File: src/rtl/sap_pkg.sv
// Shared definitions for the SAP control sequencer: opcodes, control-word
// bit positions, control constants and the per-opcode final-step lookup.
package sap_pkg;

  localparam logic [3:0] OP_NOP = 4'h0;
  localparam logic [3:0] OP_LDA = 4'h1;
  localparam logic [3:0] OP_ADD = 4'h2;
  localparam logic [3:0] OP_SUB = 4'h3;
  localparam logic [3:0] OP_STA = 4'h4;
  localparam logic [3:0] OP_LDI = 4'h5;
  localparam logic [3:0] OP_JMP = 4'h6;
  localparam logic [3:0] OP_JC  = 4'h7;
  localparam logic [3:0] OP_JZ  = 4'h8;
  localparam logic [3:0] OP_OUT = 4'he;
  localparam logic [3:0] OP_HLT = 4'hf;

  localparam int unsigned BIT_HLT = 15;
  localparam int unsigned BIT_MI  = 14;
  localparam int unsigned BIT_RI  = 13;
  localparam int unsigned BIT_RO  = 12;
  localparam int unsigned BIT_IO  = 11;
  localparam int unsigned BIT_II  = 10;
  localparam int unsigned BIT_AI  = 9;
  localparam int unsigned BIT_AO  = 8;
  localparam int unsigned BIT_EO  = 7;
  localparam int unsigned BIT_SU  = 6;
  localparam int unsigned BIT_BI  = 5;
  localparam int unsigned BIT_OI  = 4;
  localparam int unsigned BIT_CE  = 3;
  localparam int unsigned BIT_CO  = 2;
  localparam int unsigned BIT_J   = 1;
  localparam int unsigned BIT_FI  = 0;

  localparam logic [15:0] CW_HLT = 16'h8000;
  localparam logic [15:0] CW_MI  = 16'h4000;
  localparam logic [15:0] CW_RI  = 16'h2000;
  localparam logic [15:0] CW_RO  = 16'h1000;
  localparam logic [15:0] CW_IO  = 16'h0800;
  localparam logic [15:0] CW_II  = 16'h0400;
  localparam logic [15:0] CW_AI  = 16'h0200;
  localparam logic [15:0] CW_AO  = 16'h0100;
  localparam logic [15:0] CW_EO  = 16'h0080;
  localparam logic [15:0] CW_SU  = 16'h0040;
  localparam logic [15:0] CW_BI  = 16'h0020;
  localparam logic [15:0] CW_OI  = 16'h0010;
  localparam logic [15:0] CW_CE  = 16'h0008;
  localparam logic [15:0] CW_CO  = 16'h0004;
  localparam logic [15:0] CW_J   = 16'h0002;
  localparam logic [15:0] CW_FI  = 16'h0001;

  localparam logic [15:0] CW_NONE  = 16'h0000;
  localparam logic [15:0] FETCH_T0 = CW_CO | CW_MI;
  localparam logic [15:0] FETCH_T1 = CW_RO | CW_II | CW_CE;

  // Last useful T-state of each instruction; HLT never gets past T2.
  function automatic logic [2:0] early_last_step(input logic [3:0] op);
    logic [2:0] last;
    case (op)
      OP_LDI, OP_JMP, OP_JC, OP_JZ, OP_OUT, OP_HLT: last = 3'd2;
      OP_LDA, OP_STA:                               last = 3'd3;
      OP_ADD, OP_SUB:                               last = 3'd4;
      default:                                      last = 3'd1;
    endcase
    return last;
  endfunction

endpackage

File: src/rtl/sap_microcode_rom.sv
// Combinational microcode: maps (T-state, opcode, flags) to the 16-bit
// control word. Each word enables at most one bus driver.
module sap_microcode_rom
  import sap_pkg::*;
(
  input  logic [2:0]  step,
  input  logic [3:0]  opcode,
  input  logic        carry_f,
  input  logic        zero_f,
  output logic [15:0] word
);

  // Microcode lookup; unlisted step/opcode pairs decode to an empty word.
  always_comb begin
    word = CW_NONE;
    case (step)
      3'd0: word = FETCH_T0;
      3'd1: word = FETCH_T1;
      3'd2: begin
        case (opcode)
          OP_LDA, OP_ADD, OP_SUB, OP_STA: word = CW_IO | CW_MI;
          OP_LDI: word = CW_IO | CW_AI;
          OP_JMP: word = CW_IO | CW_J;
          OP_JC: begin
            if (carry_f) begin
              word = CW_IO | CW_J;
            end else begin
              word = CW_NONE;
            end
          end
          OP_JZ: begin
            if (zero_f) begin
              word = CW_IO | CW_J;
            end else begin
              word = CW_NONE;
            end
          end
          OP_OUT: word = CW_AO | CW_OI;
          OP_HLT: word = CW_HLT;
          default: word = CW_NONE;
        endcase
      end
      3'd3: begin
        case (opcode)
          OP_LDA:         word = CW_RO | CW_AI;
          OP_ADD, OP_SUB: word = CW_RO | CW_BI;
          OP_STA:         word = CW_AO | CW_RI;
          default:        word = CW_NONE;
        endcase
      end
      3'd4: begin
        case (opcode)
          OP_ADD:  word = CW_EO | CW_AI | CW_FI;
          OP_SUB:  word = CW_EO | CW_AI | CW_SU | CW_FI;
          default: word = CW_NONE;
        endcase
      end
      default: word = CW_NONE;
    endcase
  end

endmodule

File: src/rtl/sap_control_sequencer.sv
// SAP T-state sequencer: owns the step counter and halt latch, and gates the
// microcode word so each microstep is presented only on an advancing cycle.
module sap_control_sequencer
  import sap_pkg::*;
#(
  parameter int unsigned LAST_STEP = 4,
  parameter bit          EARLY_END = 1'b0
) (
  input  logic        clk,
  input  logic        clr_n,
  input  logic        run,
  input  logic        step_mode,
  input  logic        step_req,
  input  logic [3:0]  opcode,
  input  logic        carry_f,
  input  logic        zero_f,
  output logic [15:0] ctrl_word,
  output logic [2:0]  step,
  output logic        halted
);

  localparam logic [2:0] LAST_S = 3'(LAST_STEP);

  logic [2:0]  step_r;
  logic        halted_r;
  logic [2:0]  step_nxt_s;
  logic        halted_nxt_s;
  logic [2:0]  early_last_s;
  logic [2:0]  last_s;
  logic        advance_s;
  logic        halt_hit_s;
  logic [15:0] rom_word_s;

  sap_microcode_rom u_rom (
    .step    (step_r),
    .opcode  (opcode),
    .carry_f (carry_f),
    .zero_f  (zero_f),
    .word    (rom_word_s)
  );

  assign advance_s    = clr_n & run & ~halted_r & (~step_mode | step_req);
  assign halt_hit_s   = advance_s && (step_r == 3'd2) && (opcode == OP_HLT);
  assign early_last_s = early_last_step(opcode);

  // Wrap point: the per-opcode last step never exceeds the configured one.
  always_comb begin
    if (EARLY_END && (early_last_s < LAST_S)) begin
      last_s = early_last_s;
    end else begin
      last_s = LAST_S;
    end
  end

  // Next step and halt latch; a halting T2 freezes the counter where it is.
  always_comb begin
    step_nxt_s   = step_r;
    halted_nxt_s = halted_r;
    if (halt_hit_s) begin
      halted_nxt_s = 1'b1;
      step_nxt_s   = step_r;
    end else if (advance_s) begin
      if (step_r >= last_s) begin
        step_nxt_s = 3'd0;
      end else begin
        step_nxt_s = step_r + 3'd1;
      end
    end else begin
      step_nxt_s = step_r;
    end
  end

  // State register with synchronous active-low clear.
  always_ff @(posedge clk) begin
    if (!clr_n) begin
      step_r   <= 3'd0;
      halted_r <= 1'b0;
    end else begin
      step_r   <= step_nxt_s;
      halted_r <= halted_nxt_s;
    end
  end

  // Output gating: clear wins, then halt, then the live microstep.
  always_comb begin
    if (!clr_n) begin
      ctrl_word = CW_NONE;
    end else if (halted_r) begin
      ctrl_word = CW_HLT;
    end else if (advance_s) begin
      ctrl_word = rom_word_s;
    end else begin
      ctrl_word = CW_NONE;
    end
  end

  assign step   = step_r;
  assign halted = halted_r;

endmodule
File: config.mk
export PLATFORM = sky130hd
export DESIGN_NAME = sap_control_sequencer
export DESIGN_NICKNAME = d
export VERILOG_FILES = /design/src/rtl/sap_pkg.sv /design/src/rtl/sap_microcode_rom.sv /design/src/rtl/sap_control_sequencer.sv
export SDC_FILE = /design/constraint.sdc
export NUM_CORES = 1
export LEC_CHECK = 0
export BUFFER_PORTS_ARGS = -buffer_cell sky130_fd_sc_hd__buf_2
export CAP_MARGIN = 30
export CORE_MARGIN = 2
export CORE_UTILIZATION = 41
export CTS_CLUSTER_DIAMETER = 60
export DETAILED_ROUTE_END_ITERATION = 7
export PLACE_DENSITY = 0.84
export SLEW_MARGIN = 20
export SYNTH_ARGS = -nofsm -noshare
export SYNTH_HDL_FRONTEND = slang
export SYNTH_HIERARCHICAL = 1
export SYNTH_SLANG_ARGS = --single-unit
File: constraint.sdc
create_clock -name clk -period 2.3 [get_ports clk]
set_clock_uncertainty 0.1 [all_clocks]
set_input_delay 0.69 -clock clk [delete_from_list [all_inputs] [get_ports clk]]
set_output_delay 0.69 -clock clk [all_outputs]
set_load 0.02 [all_outputs]
==> flow_summary.yaml <==
synthesis:
  synth_edf_count: 0
  synth_flop_cell: "dfxtp_1"
  synthCells: 88
  synth_area_sq_um: 685.7
  ys_ff_latch: 4
  netlist_top_cells_count: "and2_2, inv_1, nor2_1"
  seq_area_frac_synth_pct: 11.68
  synth_cell_type_count: 39
  synth-async-reset-ratio_pct: 0
  synth_top_cell_by_area: "and2_2"
  syn_area_per_cell_sq_um: 7.792
  synth_warnings: 6
  synth.area.top_cells: "and2_2, dfxtp_1, ha_1"
  syn_nets: 102
  synth_top_area_share_pct: 16.42
  yosysMostFrequentCell: "and2_2"
setup_path:
  cp_num_buf_inv: 2
  critPathTopFamily: "simple AND/OR/NAND/NOR gates"
  path_cells: "buf_12 > and3b_1 > a21oi_1 > nor4bb_1 > and2_4 > buf_6"
  cpPeakStageDelay_ns: 0.33
  cp.required_ns: 1.51
  worstSetupPathType: "in -> out"
  cp.arrival_ns: 1.63
  cp_max_fo: 9
  cp-start-kind: "input pin"
  slowest_stage: "nor4bb_1"
  end_kind: "primary output"
finish:
  drive_above_1_share_pct: 62.99
  fin_cells: 143
  fin_nets: 143
  regArea_sq_um: 81.33
  fin_util_pct: 73.21
  fill_cells: 116
  antenna_cells: 0
  multi_input_area_sq_um: 569.3
  area_growth_pct: 64.60
sta:
  timing.final.ws_setup_ns: -0.1203
  setup_violations: 15
  rsz0062_at_grt: "true"
  slew_viol_final: 0
  max_freq_mhz: 413.2
  worstMarginPinSlew_ns: 0.2924
  post-route-period-util_pct: 105.2
  hold_viol: 0
  fin_crit_ns: 2.420
  relSlewSlack_pct: 80.24
power_and_ir_drop:
  cellPowerDensity_mw_per_mm2: 292.0
  clockPowerShare_pct: 27.0
  combPwrFrac_pct: 47.6
  p_sw_share_pct: 34.49
  pwr-share-seq_pct: 25.4
  leakage_nw: 0.5511
  p_switching_mw: 0.1136
  vdd_drop_max_mv: 0.2743
  power_mw: 0.3295
  p_int_mw: 0.2159
grt:
  grt_remaining_overflow: 0
  gr-usage-all-layers_pct: 17.63
  grt_pass1_wl_um: 2718
  grt_pass1_vias: 678
  grt_start_max_net_pins: 17
  antenna_found_initial: 0
clock_network:
  cts_tree: "built"
  clockBufferDepth: 2
  post-cts-setup-buffer-count: 0
  clk_pin_slew_ns: 0.03
  ctsRootBufferMaster: "clkbuf_4"
  ctsHoldBuffers: 0
  htreeDepth: 1
  clock-sinks: 4
  clock_latency_ns: 0.24
  numCtsBuffers: 3
placement:
  place.gp.congestion: 0.8095
  dp.cells: 140
  portBuffers: 30
  dp_hpwl_um: 1247
drt:
  via_per_inst: 5.266
  wl_um: 1743
  vias: 753
  drt_iter0_drc: 9
  drcViolationCount: 0
  first_pass_iters: 4
  postRouteAntennaNets: 0
  wire_per_inst_um: 12.19
floorplan:
  rows: 14
  die_area_sq_mm: 0.002016
  io_pins: 31
  start_util_pct: 44.48
  die_x_um: 44.90
  core_sq_mm: 0.001541
  die_h_um: 44.90
status:
  failed_checks: "setup timing"
  status: "finished, violations left"
flow_run:
  drv_cap: 0
min_path:
  holdCritPathClass: "reg -> reg"
==> layout by cell type (no fill, tap or decap), types with 2 or more instances in the layout <==
master	instances
nor2_2	2
or2_2	2
buf_2	9
and2_2	4
clkbuf_4	3
dfxtp_1	3
a21oi_2	2
nand2_1	3
and2b_2	2
ha_1	3
nor2_1	4
mux2i_1	2
and2_4	11
buf_6	17
buf_4	13
a21oi_1	4
buf_12	3
inv_1	6
and3_1	2
==> tightest hold or removal path, stage by stage (launching register included) <==
cell and delay (ns):
dfxtp_1 0.35, a21oi_1 0.14, nor2_1 0.05
==> per-stage QoR <==
stage	setup TNS (ns)	setup WS [ns]	hold WS (ns)	instance area (sq um)
finish	-1.609	-0.1203	0.4858	1129
global route	-2.389	-0.1782	0.5298	1129
CTS	-1.326	-0.1115	0.4733	1051
detailed placement	-2.675	-0.1780	0.4711	907.1
global placement	-2.453	-0.1642	0.4456	907.1
floorplan	-0.07575	-0.009457	0.4825	705.7
==> registers in the layout (all words and copies together) (netlist names) <==
name    flops
halted      1
step        3
==> power groups by stage <==
| stage | Sequential (mW) | Combinational (mW) | Clock [mW] |
|---|---|---|---|
| floorplan | 0.0878 | 0.0867 | 0 |
| global placement | 0.0836 | 0.126 | 0 |
| detailed placement | 0.0839 | 0.130 | 0 |
| CTS | 0.0830 | 0.142 | 0.0914 |
| global route | 0.0846 | 0.171 | 0.0949 |
| finish | 0.0838 | 0.157 | 0.0890 |
==> per-layer routing <==
metal	global-route usage [%]	wire [um]	vias to the layer above
li1	-	-	378
met1	20.10	741	356
met2	33.04	922	19
met3	4.000	80	0
met4	4.118	0	0
met5	0	0	-
==> path summary, 6_finish.rpt <==
path	start	endpoint	slack (ns)	cells past startpoint
hold / removal	halted$_SDFFE_PN0P_	halted$_SDFFE_PN0P_	0.49	2
setup reg to reg	step[0]$_SDFFE_PN0P_	step[0]$_SDFFE_PN0P_	0.60	6
setup / recovery	opcode[3]	ctrl_word[8]	-0.12	6
hold reg to reg	halted$_SDFFE_PN0P_	halted$_SDFFE_PN0P_	0.49	2
==> kinds of logic (layout without fill, tap and decap cells) <==
logic type / after synthesis / count (layout) / synth area share (%)
buffers and inverters: 14 / 53 / 12.23
flip-flops: 4 / 4 / 11.68
XOR/XNOR: 1 / 1 / 1.278
AO/OA/AOI/OAI: 15 / 15 / 17.70
multiplexers: 2 / 2 / 2.920
adder cells (fa/ha/maj): 3 / 3 / 5.475
AND/OR/NAND/NOR: 49 / 49 / 48.73
==> final cells by class <==
class / instances / share of cell area [%]
Timing Repair Buffer: 43 / 36.25
Clock buffer: 3 / 1.996
Multi-Input combinational cell: 70 / 50.44
Tap cell: 16 / 1.774
Inverter: 7 / 2.328
Sequential cell: 4 / 7.206
==> what timing repair did <==
item                                    4_1_cts  5_1_grt
pin swaps                                     1        9
resized for setup                            38       23
endpoints found under the setup margin       16       16
No activity file was read; power rests on OpenSTA's default activity.
